**src/rtl/mem_access_unit_if.sv**
```systemverilog
// mem_access_unit_if: pipeline request/response and data-memory bus signals of the load/store unit
interface mem_access_unit_if;
  logic        start;
  logic        we;
  logic        w;
  logic        h;
  logic        b;
  logic [31:0] addr;
  logic [31:0] wdata;
  logic        busy;
  logic        mem_req;
  logic        mem_we;
  logic [31:0] mem_addr;
  logic [3:0]  mem_be;
  logic [31:0] mem_wdata;
  logic        mem_ack;
  logic [31:0] mem_rdata;
  logic        done;
  logic [31:0] load_data;
  logic        ld_w;
  logic        ld_h;
  logic        ld_b;
  logic        addr_err;
  logic        bus_err;
  modport master (
    input  start, we, w, h, b, addr, wdata, mem_ack, mem_rdata,
    output busy, mem_req, mem_we, mem_addr, mem_be, mem_wdata,
           done, load_data, ld_w, ld_h, ld_b, addr_err, bus_err
  );
  modport slave (
    output start, we, w, h, b, addr, wdata, mem_ack, mem_rdata,
    input  busy, mem_req, mem_we, mem_addr, mem_be, mem_wdata,
           done, load_data, ld_w, ld_h, ld_b, addr_err, bus_err
  );
endinterface

```
**src/rtl/mem_access_unit.sv**
```systemverilog
// mem_access_unit: MEM-stage load/store unit running one req/ack transaction per request
module mem_access_unit #(
  parameter int TIMEOUT_CYCLES = 16,
  parameter int CNT_W          = 5
) (
  input logic clk,
  input logic rst_n,
  mem_access_unit_if.master bus
);
  localparam logic [1:0] S_IDLE = 2'd0;
  localparam logic [1:0] S_REQ  = 2'd1;
  localparam logic [1:0] S_DONE = 2'd2;
  logic [1:0]       r_state;
  logic [CNT_W-1:0] r_cnt;
  logic             r_we;
  logic [31:0]      r_addr;
  logic [3:0]       r_be;
  logic [31:0]      r_wdata;
  logic             r_sw, r_sh, r_sb;
  logic [1:0]       r_off;
  logic [31:0]      r_load_data;
  logic             r_ld_w, r_ld_h, r_ld_b;
  logic             r_addr_err;
  logic             r_bus_err;
  logic             w_is_w, w_is_h, w_is_b, w_mis, w_tmo;
  logic [3:0]       w_be;
  logic [31:0]      w_wdata;
  logic [CNT_W-1:0] w_cnt_nxt;
  // size decode with w>h>b priority; no flag at all means a word access
  assign w_is_w    = bus.w | ~(bus.h | bus.b);
  assign w_is_h    = ~bus.w & bus.h;
  assign w_is_b    = ~bus.w & ~bus.h & bus.b;
  assign w_mis     = (w_is_h & bus.addr[0]) | (w_is_w & |bus.addr[1:0]);
  assign w_be      = w_is_w ? 4'b1111 : w_is_h ? (bus.addr[1] ? 4'b1100 : 4'b0011) : 4'b0001 << bus.addr[1:0];
  assign w_wdata   = w_is_w ? bus.wdata : w_is_h ? {2{bus.wdata[15:0]}} : {4{bus.wdata[7:0]}};
  assign w_cnt_nxt = r_cnt + CNT_W'(1);
  assign w_tmo     = (TIMEOUT_CYCLES != 0) && (w_cnt_nxt == CNT_W'(TIMEOUT_CYCLES));
  // bus-facing outputs come straight from registered state so they are glitch-free
  assign bus.busy      = r_state != S_IDLE;
  assign bus.mem_req   = r_state == S_REQ;
  assign bus.done      = r_state == S_DONE;
  assign bus.mem_we    = r_we;
  assign bus.mem_addr  = r_addr;
  assign bus.mem_be    = r_be;
  assign bus.mem_wdata = r_wdata;
  assign bus.load_data = r_load_data;
  assign bus.ld_w      = r_ld_w;
  assign bus.ld_h      = r_ld_h;
  assign bus.ld_b      = r_ld_b;
  assign bus.addr_err  = r_addr_err;
  assign bus.bus_err   = r_bus_err;
  // transaction FSM: accept in IDLE, wait for ack or timeout in REQ, pulse done in DONE
  always_ff @(posedge clk or negedge rst_n) begin
    if (!rst_n) begin
      r_state     <= S_IDLE;
      r_cnt       <= '0;
      r_we        <= 1'b0;
      r_addr      <= '0;
      r_be        <= '0;
      r_wdata     <= '0;
      r_sw        <= 1'b0;
      r_sh        <= 1'b0;
      r_sb        <= 1'b0;
      r_off       <= '0;
      r_load_data <= '0;
      r_ld_w      <= 1'b0;
      r_ld_h      <= 1'b0;
      r_ld_b      <= 1'b0;
      r_addr_err  <= 1'b0;
      r_bus_err   <= 1'b0;
    end else begin
      r_addr_err <= 1'b0;
      r_bus_err  <= 1'b0;
      case (r_state)
        S_IDLE: begin
          if (bus.start && w_mis) begin
            r_addr_err <= 1'b1;
          end else if (bus.start) begin
            r_we    <= bus.we;
            r_addr  <= {bus.addr[31:2], 2'b00};
            r_be    <= w_be;
            r_wdata <= w_wdata;
            r_sw    <= w_is_w;
            r_sh    <= w_is_h;
            r_sb    <= w_is_b;
            r_off   <= bus.addr[1:0];
            r_cnt   <= '0;
            r_state <= S_REQ;
          end
        end
        S_REQ: begin
          if (bus.mem_ack) begin
            if (!r_we) r_load_data <= bus.mem_rdata >> {r_off, 3'b000};
            r_ld_w  <= r_sw;
            r_ld_h  <= r_sh;
            r_ld_b  <= r_sb;
            r_state <= S_DONE;
          end else if (w_tmo) begin
            r_bus_err <= 1'b1;
            r_state   <= S_IDLE;
          end else begin
            r_cnt <= w_cnt_nxt;
          end
        end
        default: r_state <= S_IDLE;
      endcase
    end
  end
endmodule

```
**src/flat_wrapper.sv**
```systemverilog
// flat-port wrapper written by rule: the top's interface ports become plain ports
module mem_access_unit_flat 
#(
  parameter int TIMEOUT_CYCLES = 16,
  parameter int CNT_W          = 5
)
  (clk, rst_n, bus_start, bus_we, bus_w, bus_h, bus_b, bus_addr, bus_wdata, bus_mem_ack, bus_mem_rdata, bus_busy, bus_mem_req, bus_mem_we, bus_mem_addr, bus_mem_be, bus_mem_wdata, bus_done, bus_load_data, bus_ld_w, bus_ld_h, bus_ld_b, bus_addr_err, bus_bus_err);
  mem_access_unit_if bus_i ();
  input logic clk;
  input logic rst_n;
  input wire logic [$bits(bus_i.start)-1:0] bus_start;
  input wire logic [$bits(bus_i.we)-1:0] bus_we;
  input wire logic [$bits(bus_i.w)-1:0] bus_w;
  input wire logic [$bits(bus_i.h)-1:0] bus_h;
  input wire logic [$bits(bus_i.b)-1:0] bus_b;
  input wire logic [$bits(bus_i.addr)-1:0] bus_addr;
  input wire logic [$bits(bus_i.wdata)-1:0] bus_wdata;
  input wire logic [$bits(bus_i.mem_ack)-1:0] bus_mem_ack;
  input wire logic [$bits(bus_i.mem_rdata)-1:0] bus_mem_rdata;
  output wire logic [$bits(bus_i.busy)-1:0] bus_busy;
  output wire logic [$bits(bus_i.mem_req)-1:0] bus_mem_req;
  output wire logic [$bits(bus_i.mem_we)-1:0] bus_mem_we;
  output wire logic [$bits(bus_i.mem_addr)-1:0] bus_mem_addr;
  output wire logic [$bits(bus_i.mem_be)-1:0] bus_mem_be;
  output wire logic [$bits(bus_i.mem_wdata)-1:0] bus_mem_wdata;
  output wire logic [$bits(bus_i.done)-1:0] bus_done;
  output wire logic [$bits(bus_i.load_data)-1:0] bus_load_data;
  output wire logic [$bits(bus_i.ld_w)-1:0] bus_ld_w;
  output wire logic [$bits(bus_i.ld_h)-1:0] bus_ld_h;
  output wire logic [$bits(bus_i.ld_b)-1:0] bus_ld_b;
  output wire logic [$bits(bus_i.addr_err)-1:0] bus_addr_err;
  output wire logic [$bits(bus_i.bus_err)-1:0] bus_bus_err;
  assign bus_i.start = bus_start;
  assign bus_i.we = bus_we;
  assign bus_i.w = bus_w;
  assign bus_i.h = bus_h;
  assign bus_i.b = bus_b;
  assign bus_i.addr = bus_addr;
  assign bus_i.wdata = bus_wdata;
  assign bus_i.mem_ack = bus_mem_ack;
  assign bus_i.mem_rdata = bus_mem_rdata;
  assign bus_busy = bus_i.busy;
  assign bus_mem_req = bus_i.mem_req;
  assign bus_mem_we = bus_i.mem_we;
  assign bus_mem_addr = bus_i.mem_addr;
  assign bus_mem_be = bus_i.mem_be;
  assign bus_mem_wdata = bus_i.mem_wdata;
  assign bus_done = bus_i.done;
  assign bus_load_data = bus_i.load_data;
  assign bus_ld_w = bus_i.ld_w;
  assign bus_ld_h = bus_i.ld_h;
  assign bus_ld_b = bus_i.ld_b;
  assign bus_addr_err = bus_i.addr_err;
  assign bus_bus_err = bus_i.bus_err;
  mem_access_unit #(.TIMEOUT_CYCLES(TIMEOUT_CYCLES), .CNT_W(CNT_W)) u_core (.clk(clk), .rst_n(rst_n), .bus(bus_i));
endmodule
```
**config.mk**
```make
export PLATFORM = sky130hd
export DESIGN_NAME = mem_access_unit_flat
export DESIGN_NICKNAME = d
export VERILOG_FILES = /design/src/rtl/mem_access_unit_if.sv /design/src/rtl/mem_access_unit.sv /design/src/flat_wrapper.sv
export SDC_FILE = /design/constraint.sdc
export NUM_CORES = 1
export LEC_CHECK = 0
export CAP_MARGIN = 20
export CORE_ASPECT_RATIO = 1.1
export CORE_UTILIZATION = 47
export CTS_CLUSTER_DIAMETER = 100
export DETAILED_ROUTE_END_ITERATION = 16
export HOLD_SLACK_MARGIN = 0.12
export PLACE_DENSITY = 0.85
export SLEW_MARGIN = 20
export SYNTH_ARGS = -nofsm -noshare
export SYNTH_HDL_FRONTEND = slang
export SYNTH_SLANG_ARGS = --single-unit
```
**constraint.sdc**
```tcl
create_clock -name clk -period 5.77 [get_ports clk]
set_clock_uncertainty 0.15 [all_clocks]
set_input_delay 1.4425 -clock clk [delete_from_list [all_inputs] [get_ports clk]]
set_output_delay 1.4425 -clock clk [all_outputs]
set_load 0.03 [all_outputs]
```
Word-level counts from Yosys, hierarchy flattened
Index checks and enable logic that the tools add are counted.
W data, S select, Z words.
Word-level totals
  register bits: 116
  output and inout port bits: 109
  logic and storage cells: 70
Cells by class
  add/sub/neg operators: 1
  eq/ne operators: 8
  shift-type cells: 2
  muxes and demuxes: 20
  bitwise logic cells: 13
  reduce and logical (&&, ||, !) cells: 10
Operator list (count)
  $mux W32: 2
  $shr A32 B5 Y32: 1
  $mux W5: 4
  $mux W4: 3
  $pmux W5 S2: 1
  $reduce_and A3 Y1: 3
  $mux W2: 4
  $ne A2 B2 Y1 const B: 4
  $add A5 B1 Y5 const B: 1
  $and A1 B1 Y1: 5
  $eq A5 B5 Y1 const B: 1
  $mux W1: 5
  $not A1 Y1: 5
  $reduce_and A5 Y1: 1
  $pmux W2 S2: 1
  $reduce_bool A2 Y1: 2
  $shl A1 B2 Y4 const A: 1
  $ne A3 B2 Y1 const B: 1
  $or A1 B1 Y1: 3
  $eq A2 B1 Y1 const B: 1
  $eq A2 B2 Y1 const B: 1
  $logic_not A2 Y1: 1
  $reduce_and A2 Y1: 1
  $reduce_or A2 Y1: 1
  $logic_and A1 B1 Y1: 1

Depth between registers and ports, before layout
Gate-level depths: netlist (run 1).
  depth in word-level cells: 8
  gate-level depth with buffers: 8
  depth with buffers taken out: 6

Worst setup path before layout (run 1)
OpenSTA, ideal clock, no wires.
  kind: input-to-reg
  start: input bus_start
  end: register u_core.r_addr[10] (netlist: u_core.bus.mem_addr[10])
  library setup time: 125 ps
  arrival time: 2765 ps
  path slack: 2730 ps
  stages: 6
  path buffers: 2
  cell sequence: or3b_1 > buf_2 > nor3_2 > nor2_4 > buf_6 > mux2_4
Between the ends
  cells in the longest elaborated chain, start to end: 3
RTL lines
  from (decl): RTL line flat_wrapper.sv:11  | input wire logic [$bits(bus_i.start)-1:0] bus_start;
  $logic_and A1 B1 Y1: RTL line mem_access_unit.sv:76  | if (bus.start && w_mis) begin
  $not A1 Y1 (no source line)
  $reduce_and A3 Y1 (no source line) (*)
  to (signal assigned): RTL line mem_access_unit.sv:80  | r_addr <= {bus.addr[31:2], 2'b00};
  to (decl): RTL line mem_access_unit.sv:16  | logic [31:0] r_addr;
Mark *: on every way between the ends. The rest lies on a longest branch, timed or not.
A chain may end at the register's enable or synchronous reset.

Worst setup path in the final report (run 1)
  start: input bus_h
  end: register u_core.r_addr[11] (netlist: u_core.bus.mem_addr[11])
Between the ends
  cells in the longest elaborated chain, start to end: 8
  elaborated cells on any way between the ends: 10
RTL lines
  from (decl): RTL line flat_wrapper.sv:14  | input wire logic [$bits(bus_i.h)-1:0] bus_h;
  $or A1 B1 Y1: RTL line mem_access_unit.sv:30  | assign w_is_w = bus.w | ~(bus.h | bus.b);
  $not A1 Y1: RTL line mem_access_unit.sv:30
  $or A1 B1 Y1: RTL line mem_access_unit.sv:30
  $and A1 B1 Y1: RTL line mem_access_unit.sv:33  | assign w_mis = (w_is_h & bus.addr[0]) | (w_is_w & |bus.addr[1:0]);
  $or A1 B1 Y1 (*): RTL line mem_access_unit.sv:33
  $logic_and A1 B1 Y1 (*): RTL line mem_access_unit.sv:76
  $not A1 Y1 (no source line) (*)
  $reduce_and A3 Y1 (no source line) (*)
Marked as above.

==> results of run 1 <==
-- worst max-delay path: stages --
cell             delay [ns]
clkdlybuf4s50_1        0.83
o21bai_2               0.39
a211oi_4               0.08
nor2_4                 0.55
buf_4                  0.85
mux2_4                 0.37
-- power by group --
part / internal, W / switching [W] / total [W]
registers: 0.00112 / 0.000219 / 0.00134
clock network: 0.000708 / 0.000356 / 0.00106
logic: 0.000860 / 0.00106 / 0.00192
total: 0.00269 / 0.00164 / 0.00433
-- metrics by stage --
| stage | hold slack (ns) | worst slack, ns | instance area (um^2) | total power (W) |
|---|---|---|---|---|
| final | 0.330 | 1.34 | 8180 | 0.00433 |
| after global routing | 0.356 | 1.13 | 8180 | 0.00453 |
| after CTS | 0.332 | 1.36 | 8180 | 0.00435 |
| after detailed placement | 0.321 | 0.951 | 7580 | 0.00327 |
| after global placement | 0.313 | 1.10 | 7580 | 0.00321 |
| after floorplan | 0.295 | 2.73 | 5460 | 0.00243 |
-- cell usage after synthesis, types with 2 or more instances --
cell type	n
mux2i_1	24
and2_1	2
nor2_1	13
dfrtp_1	116
buf_4	2
mux2_1	2
or2_2	4
mux2_4	38
o21ai_0	33
nand3_1	4
nand2b_1	2
mux2_2	10
o21ai_1	18
nor2b_1	12
buf_1	3
clkbuf_1	22
nand2_1	80
nand3b_1	9
o21a_1	2
ha_1	2
buf_6	6
a21oi_1	49
nor3_1	2
a211oi_1	8
o31ai_1	9
buf_2	5
inv_1	5
-- final cells by class --
class | count | area, um^2 | area share
clock buffer | 22 | 474 | 0.0580
inverter | 5 | 18.8 | 0.00229
multi-input combinational | 341 | 2340 | 0.286
tap | 147 | 184 | 0.0225
clock inverter | 9 | 128 | 0.0156
sequential | 116 | 2900 | 0.355
timing repair buffer | 214 | 2130 | 0.260
-- per-layer routing --
layer	up-vias	part of all wire
met2	234	0.52
met3	31	0.069
met5	-	0
li1	2134	-
met1	2196	0.39
met4	0	0.023
-- path summary, 6_finish.rpt --
kind | from | to | slack (ns) | cells past startpoint
worst max-delay path | bus_h | u_core.bus.mem_addr[11] | 1.34 | 6
worst min-delay path | u_core.bus.load_data[17] | u_core.bus.load_data[17] | 0.33 | 2
worst max register to register | u_core.r_state[0] | u_core.bus.mem_addr[11] | 2.84 | 5
worst min register to register | u_core.bus.load_data[17] | u_core.bus.load_data[17] | 0.33 | 2
max in group asynchronous | rst_n | u_core.r_off[0] | 3.31 | 2
min in group asynchronous | rst_n | u_core.bus.bus_err | 1.03 | 1
-- sequential cells by signal (all words and copies together) (netlist names), 2 cells and up --
signal and count:
u_core.bus.mem_be 4, u_core.r_cnt 5, u_core.bus.mem_wdata 32, u_core.bus.mem_addr 30, u_core.r_off 2, u_core.r_state 2
u_core.bus.load_data 32
-- cells by family (layout without fill, tap and decap cells) --
group	after synthesis	after routing	share of synthesized area
and+or+nand+nor	134	134	0.114
buffers and inverters	43	250	0.0404
other	1	2	0.000687
adders and majority gates	2	2	0.00459
DFF	116	116	0.532
muxes	74	74	0.173
AOI/OAI and AO/OA	129	129	0.135
==> run metrics, run 1 <==
Max rail drop VDD 0.000262 V; CP Launch Type input port; post-synth top area cell dfrtp_1; most frequent cells in the layout 209 x clkdlybuf4s50_1, 115 x dfrtp_1, 80 x nand2_1; WS Path Type input port to flop; CP Capture Type flop; Post-synth EDFFs 0; DRC 0; WP data arrival 4.57 ns; first-pass GRT wire length 24,100 um; Slew headroom 0.360; Finished Layout Cells 854; Setup TNS Final 0 ns; Synth cell types 44; Final Util 0.736; Clock Tree Buf Depth 2; final period utilization 0.769; cell count after placement 823; commonest non-fill, non-tap cell in the layout clkdlybuf4s50_1; gp weighted congestion 0.865; met2 usage 0.470; met1 usage 0.305; Die Wd 105 um; iteration-0 DRC count of the detailed router 344; largest net degree at the start of global routing 76; HP Class flop to flop; Fmax 225 MHz; Final #Nets 801; CTS sink cnt 116; Ports 213; hold buffers post-CTS 0; grt total ovfl 0; synth top area cells dfrtp_1 53%, mux2_4 10%, nand2_1 5.5%, a21oi_1 4.5%, mux2i_1 4.4%; Worst Tran Pin Value 0.960 ns; Syn Std Cell Area 0.00546 mm^2; vias per cell 5.38; drt wl/cell 17.9 um; Synth top area share 0.532; maximum fanout along the worst path 69; Fillers 769; via count 4,595; port buffer count 210; initial antenna violation count 0; Synth Register Bits 116; clock root buffer clkbuf_16; max-cap violations 0; GR Util All Layers 0.261; RSZ-0062 raised after global routing false; # rows 40; area grow syn2layout 49.9%; Most Crowded Layer GR met2; die area 0.0120 mm^2; diodes inserted 0; Post-CTS Setup Bufs 0; WP data required 5.90 ns; minimum clock period 4.43 ns; chip height 115 um; CTS Buf Count 17; Initial Util 0.491; final setup violation count 0; worst skew pair latency 0.41 ns; Core Region 0.0111 mm^2; yosys warns 0; Clock Pin Slew Worst Setup and Hold Paths 0.05 ns; final WL 15,300 um; Final Hold Fails 0; remaining antenna violation count after routing 0; met3 usage 0.0601; DP HPWL 10,900 um; Post-synth top flop dfrtp_1; syn_area_per_cell 10.9 um^2; DR pass1 iterations 7; max-slew violation count 0; share of cells above drive strength 1 0.129; vias in the first global route 4,577; CTS resizes 0; pwr/cell area 529 mW/mm^2; Cells after Synth 499; sequential element share of the synthesized area 0.532; H-tree lvl count 4; ys async rst share 1.00; Leakage Power 3.61 nW; status complete, no violations; CTS tree built
(Power assumes the default switching activity.)
==> run 2, diff against run 1 <==
CORE_UTILIZATION = 40   (was 47)
PLACE_DENSITY = 0.77   (was 0.85)
clock period = 3.68 ns   (was 5.77 ns; I/O delays follow)
==> run metrics, run 2 (synthesis results as in run 1) <==
status complete, no violations; initial antenna violation count 0 (unchanged); grt total ovfl 0 (unchanged); gp weighted congestion 0.851 (-1.5%); iteration-0 DRC count of the detailed router 297 (-14%); most frequent cells in the layout 209 x clkdlybuf4s50_1, 116 x dfrtp_1, 80 x nand2_1; CP Capture Type output pin; Slew headroom 0.385 (+0.0252); final setup violation count 0 (unchanged); chip height 124 um (+8.3%); final period utilization 0.817; max-slew violation count 0 (unchanged); pwr/cell area 827 mW/mm^2 (+56%); Clock Tree Buf Depth 2 (unchanged); Initial Util 0.411 (-0.0798); HP Class input port to asynchronous set/reset pin; CTS tree built; CTS Buf Count 17 (unchanged); first-pass GRT wire length 24,100 um (about the same); clock root buffer clkbuf_16; WP data arrival 1.94 ns (-2.63 ns); DP HPWL 10,600 um (-2.7%); WP data required 2.61 ns (-3.29 ns); max-cap violations 0 (unchanged); remaining antenna violation count after routing 0 (unchanged); total power 0.00688 W (+59%); vias in the first global route 4,677 (+2.2%); port buffer count 210 (unchanged); Post-CTS Setup Bufs 0 (unchanged); commonest non-fill, non-tap cell in the layout clkdlybuf4s50_1; Fillers 1,048 (+36%); share of cells above drive strength 1 0.136 (+0.00752); drt wl/cell 16.7 um (-6.7%); worst skew pair latency 0.41 ns (about the same); Ports 213 (unchanged); Fmax 333 MHz; hold buffers post-CTS 0 (unchanged); CTS sink cnt 116 (unchanged); Worst Tran Pin Value 0.922 ns (-0.0378 ns); # rows 44 (+10%); minimum clock period 3.01 ns; H-tree lvl count 4 (unchanged); DRC 0 (unchanged); area grow syn2layout 52.4%; largest net degree at the start of global routing 100 (+32%); RSZ-0062 raised after global routing false; DR pass1 iterations 5 (-2); Final #Nets 805 (+0.50%); vias per cell 5.04 (-6.3%); Leakage Power 3.65 nW (+1.2%); maximum fanout along the worst path 8 (-88%); diodes inserted 0 (unchanged); Max rail drop VDD 0.000334 V (+27%); Core Region 0.0133 mm^2 (+19%); WS Path Type flop to output pin; Die Wd 113 um (+8.2%); R2R cell count 5 (unchanged); Clock Pin Slew Worst Setup and Hold Paths 0.06 ns (about the same); final WL 15,000 um (-2.1%); Final Hold Fails 0 (unchanged); via count 4,517 (-1.7%); CP Launch Type flop; CTS resizes 0 (unchanged); die area 0.0141 mm^2 (+17%); GR Util All Layers 0.221 (-0.0396); Setup TNS Final 0 ns (unchanged)
==> run 2: cell count changes in the layout (fill, tap and decap cells not counted), moves of 2 or more <==
cell	change
clkbuf_1	-2
buf_4	+2
inv_6	+4
clkinv_2	-2
clkbuf_8	-2
buf_12	+2
==> run 2: layout make-up <==
cell class,instances,area [um^2],share of cell area
flip-flops and latches,116,2900,0.349
multi-input cells,341,2340,0.282
clock inverters,14,199,0.0239
inverters,5,18.8,0.00226
repair buffers,218,2180,0.263
clock buffers,18,439,0.0528
well taps,184,230,0.0277
==> run 2: metal layers <==
metal	wire, um	GRT usage
met1	6420	0.277
met2	7270	0.363
met3	913	0.0491
met4	390	0.104
met5	0	0
==> run 2: final timing paths <==
path / from / endpoint / slack, ns
min in group clk: u_core.bus.load_data[13] / u_core.bus.load_data[13] / 0.33
worst max register to register: u_core.r_state[1] / u_core.bus.load_data[5] / 1.23
worst min-delay path: rst_n / u_core.bus.mem_addr[22] / 0.32
worst min register to register: u_core.bus.load_data[13] / u_core.bus.load_data[13] / 0.33
max in group asynchronous: rst_n / u_core.r_state[0] / 2.25
worst max-delay path: u_core.r_state[1] / bus_mem_req / 0.67
==> run 2: report_power, final <==
part / internal [W] / leakage, nW / switching [W]
logic: 0.00136 / 1.92 / 0.00165
clock network: 0.00116 / 0.300 / 0.000619
registers: 0.00176 / 1.43 / 0.000331
==> run 2: critical path: stages, from the launching register on <==
cell,delay (ns)
dfrtp_1,0.42
nand2b_1,0.27
inv_1,0.15
clkdlybuf4s50_1,0.69
==> run 2: stage by stage <==
step / area (um^2) / util / hold WS [ns] / setup WS (ns) / instances
6_report: 8320 / 0.627 / 0.324 / 0.673 / 896
3_3_place_gp: 7680 / 0.579 / 0.312 / 0.521 / 864
4_1_cts: 8320 / 0.627 / 0.333 / 0.650 / 896
3_5_place_dp: 7680 / 0.579 / 0.321 / 0.448 / 864
2_1_floorplan: 5460 / - / 0.295 / 1.16 / 500
5_1_grt: 8320 / 0.627 / 0.357 / 0.568 / 896
